$ cat config.mk
export PLATFORM = sky130hd
export DESIGN_NAME = down_counter_timer_flat
export DESIGN_NICKNAME = d
export VERILOG_FILES = /design/src/rtl/timer_pkg.sv /design/src/rtl/down_counter_timer_if.sv /design/src/rtl/down_counter_timer.sv /design/src/flat_wrapper.sv
export SDC_FILE = /design/constraint.sdc
export NUM_CORES = 1
export LEC_CHECK = 0
export ABC_CLOCK_PERIOD_IN_PS = 2000
export BUFFER_PORTS_ARGS = -buffer_cell sky130_fd_sc_hd__buf_2
export CAP_MARGIN = 0
export CORE_MARGIN = 8
export CORE_UTILIZATION = 35
export DETAILED_ROUTE_END_ITERATION = 10
export GPL_ROUTABILITY_DRIVEN = 0
export HOLD_SLACK_MARGIN = 0.12
export PLACE_DENSITY = 0.6
export SYNTH_ARGS = -nofsm -noshare
export SYNTH_HDL_FRONTEND = slang
export SYNTH_SLANG_ARGS = --single-unit
$ cat constraint.sdc
create_clock -name clk -period 2 [get_ports clk]
set_input_delay 0.2 -clock clk [delete_from_list [all_inputs] [get_ports clk]]
set_output_delay 0.2 -clock clk [all_outputs]
set_load 0.02 [all_outputs]
$ cat src/rtl/timer_pkg.sv
// Shared types for the down-counter timer: FSM state encoding and default width.
package timer_pkg;

  localparam int DEF_WIDTH = 4;

  typedef enum logic [1:0] {
    IDLE = 2'd0,
    RUN  = 2'd1,
    DONE = 2'd2
  } state_t;

endpackage

$ cat src/rtl/down_counter_timer_if.sv
// Load handshake, control and status bundle for down_counter_timer; master drives controls, slave returns status.
interface down_counter_timer_if #(parameter int WIDTH = timer_pkg::DEF_WIDTH);

  logic             abort;
  logic             load_valid;
  logic [WIDTH-1:0] load_value;
  logic             load_ready;
  logic             en;
  logic             auto_reload;
  logic [WIDTH-1:0] count;
  logic             busy;
  logic             done;
  logic             tc;

  modport master (
    output abort, load_valid, load_value, en, auto_reload,
    input  load_ready, count, busy, done, tc
  );

  modport slave (
    input  abort, load_valid, load_value, en, auto_reload,
    output load_ready, count, busy, done, tc
  );

endinterface

$ cat src/rtl/down_counter_timer.sv
// Loadable down-counter/timer: load visible one edge after accept, tc one edge after terminal count.
// Loads are refused (load_ready=0) while RUN and are not queued; abort beats load.
module down_counter_timer
  import timer_pkg::*;
#(
  parameter int WIDTH = DEF_WIDTH
) (
  input  logic                      clk,
  input  logic                      rst,
  down_counter_timer_if.slave       bus
);

  state_t           r_state;
  logic [WIDTH-1:0] r_count;
  logic [WIDTH-1:0] r_reload;
  logic             r_tc;

  state_t           w_state_nxt;
  logic [WIDTH-1:0] w_count_nxt;
  logic [WIDTH-1:0] w_reload_nxt;
  logic             w_tc_nxt;
  logic             w_load_rdy;
  logic             w_load_acc;

  always_ff @(posedge clk) begin
    if (!rst) begin
      r_state  <= IDLE;
      r_count  <= '0;
      r_reload <= '0;
      r_tc     <= 1'b0;
    end else begin
      r_state  <= w_state_nxt;
      r_count  <= w_count_nxt;
      r_reload <= w_reload_nxt;
      r_tc     <= w_tc_nxt;
    end
  end

  assign w_load_acc = bus.load_valid & w_load_rdy;

  always_comb begin
    w_state_nxt  = r_state;
    w_count_nxt  = r_count;
    w_reload_nxt = r_reload;
    w_tc_nxt     = 1'b0;
    if (bus.abort) begin
      w_state_nxt = IDLE;
      w_count_nxt = '0;
    end else if (w_load_acc) begin
      w_count_nxt  = bus.load_value;
      w_reload_nxt = bus.load_value;
      // A zero load is its own terminal count.
      if (bus.load_value == '0) begin
        w_state_nxt = DONE;
        w_tc_nxt    = 1'b1;
      end else begin
        w_state_nxt = RUN;
      end
    end else begin
      case (r_state)
        RUN: begin
          if (bus.en) begin
            if (r_count == WIDTH'(1)) begin
              w_tc_nxt = 1'b1;
              if (bus.auto_reload) begin
                w_count_nxt = r_reload;
              end else begin
                w_count_nxt = '0;
                w_state_nxt = DONE;
              end
            end else begin
              w_count_nxt = r_count - WIDTH'(1);
            end
          end
        end
        IDLE:    w_count_nxt = '0;
        DONE:    w_count_nxt = '0;
        default: begin
          w_state_nxt = IDLE;
          w_count_nxt = '0;
        end
      endcase
    end
  end

  always_comb begin
    w_load_rdy     = (r_state != RUN);
    bus.load_ready = w_load_rdy;
    bus.busy       = (r_state == RUN);
    bus.done       = (r_state == DONE);
    bus.count      = r_count;
    bus.tc         = r_tc;
  end

endmodule

$ cat src/flat_wrapper.sv
// flat-port wrapper written by rule: the top's interface ports become plain ports
module down_counter_timer_flat import timer_pkg::*;
#(
  parameter int WIDTH = DEF_WIDTH
)
  (clk, rst, bus_abort, bus_load_valid, bus_load_value, bus_en, bus_auto_reload, bus_load_ready, bus_count, bus_busy, bus_done, bus_tc);
  down_counter_timer_if #(.WIDTH(WIDTH)) bus_i ();
  input  logic clk;
  input  logic rst;
  input wire logic [$bits(bus_i.abort)-1:0] bus_abort;
  input wire logic [$bits(bus_i.load_valid)-1:0] bus_load_valid;
  input wire logic [$bits(bus_i.load_value)-1:0] bus_load_value;
  input wire logic [$bits(bus_i.en)-1:0] bus_en;
  input wire logic [$bits(bus_i.auto_reload)-1:0] bus_auto_reload;
  output wire logic [$bits(bus_i.load_ready)-1:0] bus_load_ready;
  output wire logic [$bits(bus_i.count)-1:0] bus_count;
  output wire logic [$bits(bus_i.busy)-1:0] bus_busy;
  output wire logic [$bits(bus_i.done)-1:0] bus_done;
  output wire logic [$bits(bus_i.tc)-1:0] bus_tc;
  assign bus_i.abort = bus_abort;
  assign bus_i.load_valid = bus_load_valid;
  assign bus_i.load_value = bus_load_value;
  assign bus_i.en = bus_en;
  assign bus_i.auto_reload = bus_auto_reload;
  assign bus_load_ready = bus_i.load_ready;
  assign bus_count = bus_i.count;
  assign bus_busy = bus_i.busy;
  assign bus_done = bus_i.done;
  assign bus_tc = bus_i.tc;
  down_counter_timer #(.WIDTH(WIDTH)) u_core (.clk(clk), .rst(rst), .bus(bus_i));
endmodule
==> results.txt, run 1 <==
die extent in x: 58.53 µm
Num CTS Buffers: 3
DR WL met3: 175 µm
CP top delay family: simple AND/OR/NAND/NOR gates
H-Tree Depth: 1
pwr dens: 624.8 nW/µm²
Final Worst Setup Slack: 0.3862 ns
min cycle time layout: 1.614 ns
VDD IR max: 0.0003646 V
crit path capture type: flop
register bit total from synthesis: 11
Cell variety after synth: 32
share of cells above drive strength 1: 0.2809
clock root buffer: clkbuf_4
area grow syn2layout: 19.96%
hold crit path type: input port to flop
Cell Area, Synth: 633.1 µm²
Leak: 0.3047 nW
post-CTS setup buffers: 0
drt first pass iters: 4
Final TNS setup: 0 ns
maxcap violations: 0
final hold violations: 0
Post-Route WL: 1593 µm
Synth area leader: dfxtp_1
ranking of synthesized cells by area: dfxtp_1 (35%), mux2i_1 (6.3%), a21oi_1 (5.5%)
first-pass GRT wire length: 2704 µm
Rel. slew slack: 0.7613
port bufs: 17
worst-path maximum fanout: 5
Die Area: 3426 µm²
die height: 58.53 µm
post-route ant nets: 0
largest net degree at the start of global routing: 11
PnR Total Power: 0.0004745 W
hpwl dp: 1248 µm
DR WL/cell: 13.97 µm
WL met2: 713 µm
Worst-Skew Late Latency: 0.27 ns
worst slew pin tran: 0.3547 ns
std cell rows: 15
Clock Skew: 0.0008805 ns
Inst Count DP: 110
cells along the critical path: inv_1, ha_1, nor3b_2, a21boi_1, or4_1, a21oi_1
Initial Utilization: 0.3707
Arr. time, crit path: 1.82 ns
WHS: 0.1883 ns
ANT cells: 0
Final period util: 0.8069
clock-pin slew on the worst setup and hold paths: 0.08 ns
uppermost routed layer: met4
hold buffer count at cts: 0
drc violations: 0
fin nets: 102
Crit-path slowest cell: or4_1
Ports: 18
sequential share of the synthesized area: 0.3478
vias in the first global route: 605
synthesized net count: 82
# setup viols final: 0
Finished Layout Cells: 114
GRT overflow: 0
CTS tree: built
Iteration-0 DRC Markers: 26
required time of the worst setup path: 2.21 ns
top cell type's share of synthesized area: 0.3478
core area: 1708 µm²
initial antenna violation count: 0
setup slack at placement: 0.4125 ns
status: complete, no violations
CP max stage delay: 0.39 ns
clock buffer depth: 2
clock sink count: 11
worst path bufs/invs: 1
cts repair resizes: 0
yosys warns: 0
vias per cell: 5.263
critical path startpoint category: flop
M1 wire length: 678 µm
post-synthesis instance total: 70
routed vias: 600
unrepaired setup endpoints after global routing: no
CP Class: flop to flop
pins over their slew limit: 0
Post-Synthesis Mean Instance Area: 9.044 µm²
Max Clock Freq: 0.6197 GHz
gr usage total: 0.1000
==> per-layer routing <==
layer  track usage  vias up
met3       0.03261        4
met1        0.1209      272
met4       0.05594        0
met2        0.1512       29
met5             0        -
li1              -      295
==> cells in the mapped netlist <==
cell / instances
or2b_1: 1
nor3b_2: 1
or4_1: 1
nor3_4: 1
mux2i_1: 4
and2_1: 1
nor3b_1: 1
and4b_1: 1
nor2b_1: 5
a31oi_1: 2
ha_1: 2
nor4_1: 1
or3b_1: 1
nand2b_4: 1
inv_2: 2
a31o_1: 1
o2111a_1: 1
a21boi_1: 1
inv_1: 2
buf_6: 1
o21ai_0: 3
o311ai_1: 1
or2_1: 1
nand2b_1: 3
a21oi_1: 7
dfxtp_1: 11
buf_2: 1
nand3_1: 6
nand2_1: 2
nor2_1: 1
a211oi_1: 2
nor4b_1: 1
==> metrics by stage <==
step                area [µm²]  utilization
finish                   759.5       0.4447
global route             759.5       0.4447
CTS                      759.5       0.4447
detailed placement       733.2       0.4293
global placement         733.2       0.4293
floorplan                633.1            -
==> report_power, final <==
group	total, W	internal (W)	switching [W]
combinational	0.0000777	0.0000328	0.0000448
sequential	0.000235	0.000227	0.00000824
clock	0.000162	0.0000773	0.0000843
==> final timing paths <==
| kind | depth (start not counted) | startpoint | slack (ns) | end |
|---|---|---|---|---|
| hold / removal | 2 | rst | 0.19 | u_core.r_reload[2] |
| setup reg to reg | 6 | u_core.bus.count[1] | 0.39 | u_core.bus.count[3] |
| hold reg to reg | 2 | u_core.r_reload[2] | 0.53 | u_core.r_reload[2] |
| setup / recovery | 6 | u_core.bus.count[1] | 0.39 | u_core.bus.count[3] |
==> cell usage in the layout (no fill, tap or decap), drive strengths merged <==
cell type,instances
nand3,6
nor3,1
or4,1
o21ai,3
or2,1
inv,4
or2b,1
nor2b,5
a31o,1
o311ai,1
nor4,1
o2111a,1
mux2i,4
buf,17
a211oi,2
and4b,1
a21oi,7
and2,1
a31oi,2
a21boi,1
nand2b,4
or3b,1
nor4b,1
dfxtp,11
nand2,2
nor3b,2
ha,2
clkbuf,4
nor2,1
==> sequential cells by signal, indices dropped and copies added, names as in the netlist <==
name	flops
u_core.bus.count	4
u_core.r_reload	4
u_core.r_state	2
u_core.bus.tc	1
==> worst reg2reg max path, stage by stage, from the launching register on <==
cell,delay [ns]
dfxtp_1,0.38
inv_1,0.08
ha_1,0.22
nor3b_2,0.19
a21boi_1,0.13
or4_1,0.39
a21oi_1,0.15
==> cell type report <==
| type | count | area [µm²] |
|---|---|---|
| fill | 174 | 948.4 |
| multi-input combinational | 53 | 381.6 |
| sequential | 11 | 220.2 |
| timing repair buffer | 17 | 85.08 |
| tap | 25 | 31.28 |
| clock buffer | 4 | 26.28 |
| inverter | 4 | 15.01 |
==> cells by family (layout without fill, tap and decap cells) <==
group           count (synthesis)  after routing  synth area share
compound gates                 18             18            0.1798
mux                             4              4           0.06324
simple gates                   29             29            0.3202
flops                          11             11            0.3478
fa+ha+maj                       2              2           0.03952
buf+inv                         6             25           0.04941
Note: power is estimated with default switching activity, not from simulation.
==> run 2, diff against run 1 <==
--- a/config.mk
+++ b/config.mk
@@ -5,7 +5,7 @@
 export SDC_FILE = /design/constraint.sdc
 export NUM_CORES = 1
 export LEC_CHECK = 0
-export ABC_CLOCK_PERIOD_IN_PS = 2000
+export ABC_CLOCK_PERIOD_IN_PS = 1500
 export BUFFER_PORTS_ARGS = -buffer_cell sky130_fd_sc_hd__buf_2
 export CAP_MARGIN = 0
 export CORE_MARGIN = 8
==> constraint.sdc (replaced) <==
create_clock -name clk -period 1.5 [get_ports clk]
set_input_delay 0.15 -clock clk [delete_from_list [all_inputs] [get_ports clk]]
set_output_delay 0.15 -clock clk [all_outputs]
set_load 0.02 [all_outputs]
==> run 2 against run 1 <==
Compared with the run above: design area is 9.9% higher; final cell count grew 4.4%; wire length rose by 10%; combinational power up 52%; setup slack got worse by 0.34 ns.
==> results.txt, run 2 (synthesized netlist as in run 1, its figures left out) <==
status: complete, no violations
worst path bufs/invs: 1
Worst-Skew Late Latency: 0.27 ns
fin nets: 107
Reg-to-Reg Start: u_core.bus.count[1]
hold buffer count at cts: 0
first-pass GRT wire length: 2960 µm
HP Start: rst
area grow syn2layout: 31.82%
share of cells above drive strength 1: 0.3936
ANT cells: 0
clock-pin slew on the worst setup and hold paths: 0.07 ns
Iteration-0 DRC Markers: 13
Initial Utilization: 0.3707
CTS tree: built
min cycle time layout: 1.449 ns
std cell rows: 15
Max Clock Freq: 0.6899 GHz
post-route ant nets: 0
unrepaired setup endpoints after global routing: yes
pwr dens: 759.3 nW/µm²
clock root buffer: clkbuf_4
Arr. time, crit path: 1.64 ns
gr usage total: 0.1116
Die Area: 3426 µm²
vias per cell: 5.370
Post-Route WL: 1754 µm
critical path startpoint category: flop
commonest non-fill, non-tap cells in the layout: buf_2 (17), dfxtp_1 (8), a21oi_1 (7)
DR WL/cell: 14.74 µm
pins over their slew limit: 0
Post-DP Area: 760.7 µm²
hpwl dp: 1211 µm
Hold Path Depth: 2
crit path capture type: flop
FF-to-FF End: u_core.bus.count[3]
# setup viols final: 0
worst-path maximum fanout: 5
CP Class: flop to flop
H-Tree Depth: 1
largest net degree at the start of global routing: 11
clock sink count: 11
GRT overflow: 0
Crit-path slowest cell: or4_1
core area: 1708 µm²
CP max stage delay: 0.39 ns
worst slew pin tran: 0.3742 ns
drt first pass iters: 4
hold crit path type: input port to flop
final hold violations: 0
port bufs: 17
die height: 58.53 µm
WHS: 0.1438 ns
commonest non-fill, non-tap cell in the layout: buf_2
Reg2Reg Depth: 6
post-route cell area: 834.6 µm²
VDD IR max: 0.0005505 V
drc violations: 0
clock buffer depth: 2
Num CTS Buffers: 3
CP top delay family: simple AND/OR/NAND/NOR gates
Clock Skew: 0.006743 ns
Leak: 0.3313 nW
vias in the first global route: 663
Rel. slew slack: 0.7483
Final period util: 0.9663
initial antenna violation count: 0
Ports: 18
required time of the worst setup path: 1.69 ns
setup slack, reg-to-reg: 0.05 ns
cells along the critical path: inv_4, ha_4, nor3b_4, a21boi_1, or4_1, a21oi_1
maxcap violations: 0
die extent in x: 58.53 µm
routed vias: 639
Hold EP: u_core.r_reload[2]
[run 2: worst max path at each step]
stage / from / to / slack, ns / depth (start not counted)
after floorplan: u_core.bus.count[1] / u_core.bus.count[3] / -0.02 / 6
after global placement: u_core.bus.count[1] / u_core.bus.count[3] / 0.01 / 6
after detailed placement: u_core.bus.count[1] / u_core.r_state[0] / -0.005 / 6
after CTS: u_core.bus.count[1] / u_core.bus.count[3] / 0.02 / 6
after global routing: u_core.bus.count[1] / u_core.r_state[0] / -0.05 / 6
final: u_core.bus.count[1] / u_core.bus.count[3] / 0.05 / 6
[run 2: per-layer routing]
layer / routed length (µm) / vias to the layer above / track usage
met1: 775 / 300 / 0.1322
met2: 807 / 28 / 0.1638
li1: - / 305 / -
met4: 45 / 0 / 0.07692
met3: 125 / 6 / 0.03913
met5: 0 / - / 0
[run 2: what timing repair did]
| action | in CTS | in global routing |
|---|---|---|
| setup buffers | 1 | 1 |
| cloned | 0 | 0 |
| pin swaps | 1 | 5 |
| endpoints found under the setup margin | 3 | 6 |
| hold endpoints to repair | 0 | 0 |
| resized for setup | 3 | 5 |
[run 2: area by class of cell]
class                           instances  area [µm²]
Inverter                                4       17.52
Fill cell                             169       873.3
Tap cell                               25       31.28
Multi-Input combinational cell         53       410.4
Sequential cell                        11       226.5
Timing Repair Buffer                   22       122.6
Clock buffer                            4       26.28
[run 2: worst reg2reg max path, cell delays in order, from the launching register on]
cell      delay, ns
dfxtp_4        0.36
inv_4          0.04
ha_4           0.16
nor3b_4        0.17
a21boi_1       0.13
or4_1          0.39
a21oi_1        0.13
[run 2: metrics by stage]
stage          TNS (ns)  worst slack, ns  cells  power [W]  utilization
4_1_cts               0          0.01849    118  0.0006359       0.4762
5_1_grt         -0.1031         -0.05200    119  0.0006768       0.4886
6_report              0          0.05060    119  0.0006337       0.4886
3_3_place_gp          0         0.009769    113  0.0004261       0.4454
3_5_place_dp   -0.01025        -0.004983    113  0.0004258       0.4454
2_1_floorplan  -0.02385         -0.02385     70  0.0003856            -
[run 2: where the power goes]
part	switching, W	leakage (nW)	internal [W]	total (W)
combinational	0.0000669	0.225	0.0000509	0.000118
clock	0.0000998	0.0150	0.000103	0.000203
sequential	0.0000112	0.0913	0.000302	0.000313
total	0.000178	0.331	0.000456	0.000634
==> run 3, diff against run 2 <==
==> constraint.sdc (replaced) <==
create_clock -name clk -period 1.5 [get_ports clk]
set_input_delay 0.15 -clock clk [delete_from_list [all_inputs] [get_ports clk]]
set_output_delay 0.15 -clock clk [all_outputs]
set_load 0.1 [all_outputs]
==> run 3 against run 2 <==
Compared with the run above: first-iteration DRC count increased by 54%; setup slack improved by 0.0055 ns; combinational power increased by 33%; clock skew decreased by 0.0044 ns; design area decreased by 0.15%; via count decreased by 5.0%; largest power group unchanged; count of clock-buffer cells in the layout unchanged; maximum frequency increased by 0.38%; sequential power about the same.
==> results.txt, run 3 (synthesized netlist as in run 1, its figures left out) <==
setup slack at placement: 0.06806 ns
Initial Utilization: 0.3707
Iteration-0 DRC Markers: 20
commonest non-fill, non-tap cells in the layout: buf_2 (16), a21oi_1 (7), dfxtp_1 (7)
crit path capture type: flop
Leak: 0.3173 nW
commonest non-fill, non-tap cell in the layout: buf_2
CTS tree: built
# setup viols final: 0
drt first pass iters: 4
PnR Total Power: 0.0006686 W
Post-DP Area: 789.5 µm²
final hold violations: 0
Die Area: 3426 µm²
fin nets: 103
first-pass GRT wire length: 2608 µm
pwr dens: 802.4 nW/µm²
Final TNS setup: 0 ns
pins over their slew limit: 0
Net Sw Frac: 0.3196
share of cells above drive strength 1: 0.3889
ANT cells: 0
Post-Route WL: 1545 µm
Num CTS Buffers: 3
worst slew pin tran: 0.4906 ns
Ports: 18
Pint: 0.0004549 W
Rel. slew slack: 0.6752
register share of total power: 0.468
drc violations: 0
routed vias: 607
die height: 58.53 µm
Clock Skew: 0.002310 ns
GRT overflow: 0
post-route ant nets: 0
min cycle time layout: 1.444 ns
vias in the first global route: 567
Arr. time, crit path: 1.63 ns
critical path startpoint category: flop
required time of the worst setup path: 1.69 ns
hpwl dp: 1220 µm
vias per cell: 5.278
post-route cell area: 833.3 µm²
clock buffer depth: 2
sw power: 0.0002137 W
DR WL/cell: 13.43 µm
hold crit path type: input port to flop
largest net degree at the start of global routing: 11
VDD IR max: 0.0003811 V
std cell rows: 15
Fill cells: 175
CP Class: flop to flop
gr usage total: 0.1000
Worst-Skew Late Latency: 0.26 ns
clock root buffer: clkbuf_4
maxcap violations: 0
H-Tree Depth: 1
Final period util: 0.9626
Clk pwr share: 0.297
unrepaired setup endpoints after global routing: yes
Combinational Power Share: 0.235
status: complete, no violations
clock sink count: 11
core area: 1708 µm²
Final Worst Setup Slack: 0.05609 ns
clock-pin slew on the worst setup and hold paths: 0.07 ns
die extent in x: 58.53 µm
initial antenna violation count: 0
worst-path maximum fanout: 5
area grow syn2layout: 31.62%
Max Clock Freq: 0.6926 GHz
port bufs: 17
[run 3: through the flow]
step,utilization,hold WS [ns],std cells
finish,0.4879,0.1501,115
global route,0.4879,0.1624,115
CTS,0.4777,0.1437,114
detailed placement,0.4623,0.4257,110
global placement,0.4623,0.4159,110
floorplan,-,0.2782,70
[run 3: layout make-up]
class	instances	area [µm²]	share of cell area
multi-input combinational	53	415.4	0.4985
sequential	11	232.7	0.2793
timing repair buffer	18	107.6	0.1291
tap	25	31.28	0.03754
clock buffer	4	26.28	0.03153
inverter	4	20.02	0.02402
[run 3: power by group through the flow]
stage	sequential (W)	clock (W)	combinational (W)
4_1_cts	0.000313	0.000207	0.000153
3_5_place_dp	0.000320	0	0.000153
5_1_grt	0.000314	0.000222	0.000168
3_3_place_gp	0.000320	0	0.000154
2_1_floorplan	0.000347	0	0.0000839
6_report	0.000313	0.000198	0.000157
[run 3: final timing paths]
check	start	endpoint	slack, ns	depth (start not counted)
min	rst	u_core.r_reload[2]	0.15	2
max	u_core.bus.count[1]	u_core.bus.count[3]	0.06	6
max reg2reg	u_core.bus.count[1]	u_core.bus.count[3]	0.06	6
min reg2reg	u_core.r_reload[2]	u_core.r_reload[2]	0.53	2
[run 3: what timing repair did]
item | in CTS | in global routing
hold buffers | 0 | 0
setup buffers | 0 | 1
gates resized for setup | 0 | 3
endpoints found under the setup margin | 0 | 4
[run 3: layer usage]
| metal | global-route usage | part of all wire |
|---|---|---|
| met1 | 0.1223 | 0.47 |
| met2 | 0.1433 | 0.42 |
| met3 | 0.05000 | 0.095 |
| met4 | 0.04196 | 0.016 |
| met5 | 0 | 0 |
[run 3: critical path, stage by stage (launching register included)]
cell	delay (ns)
dfxtp_4	0.36
inv_4	0.04
ha_4	0.15
nor3b_4	0.17
a21boi_1	0.12
or4_1	0.40
a21oi_1	0.13
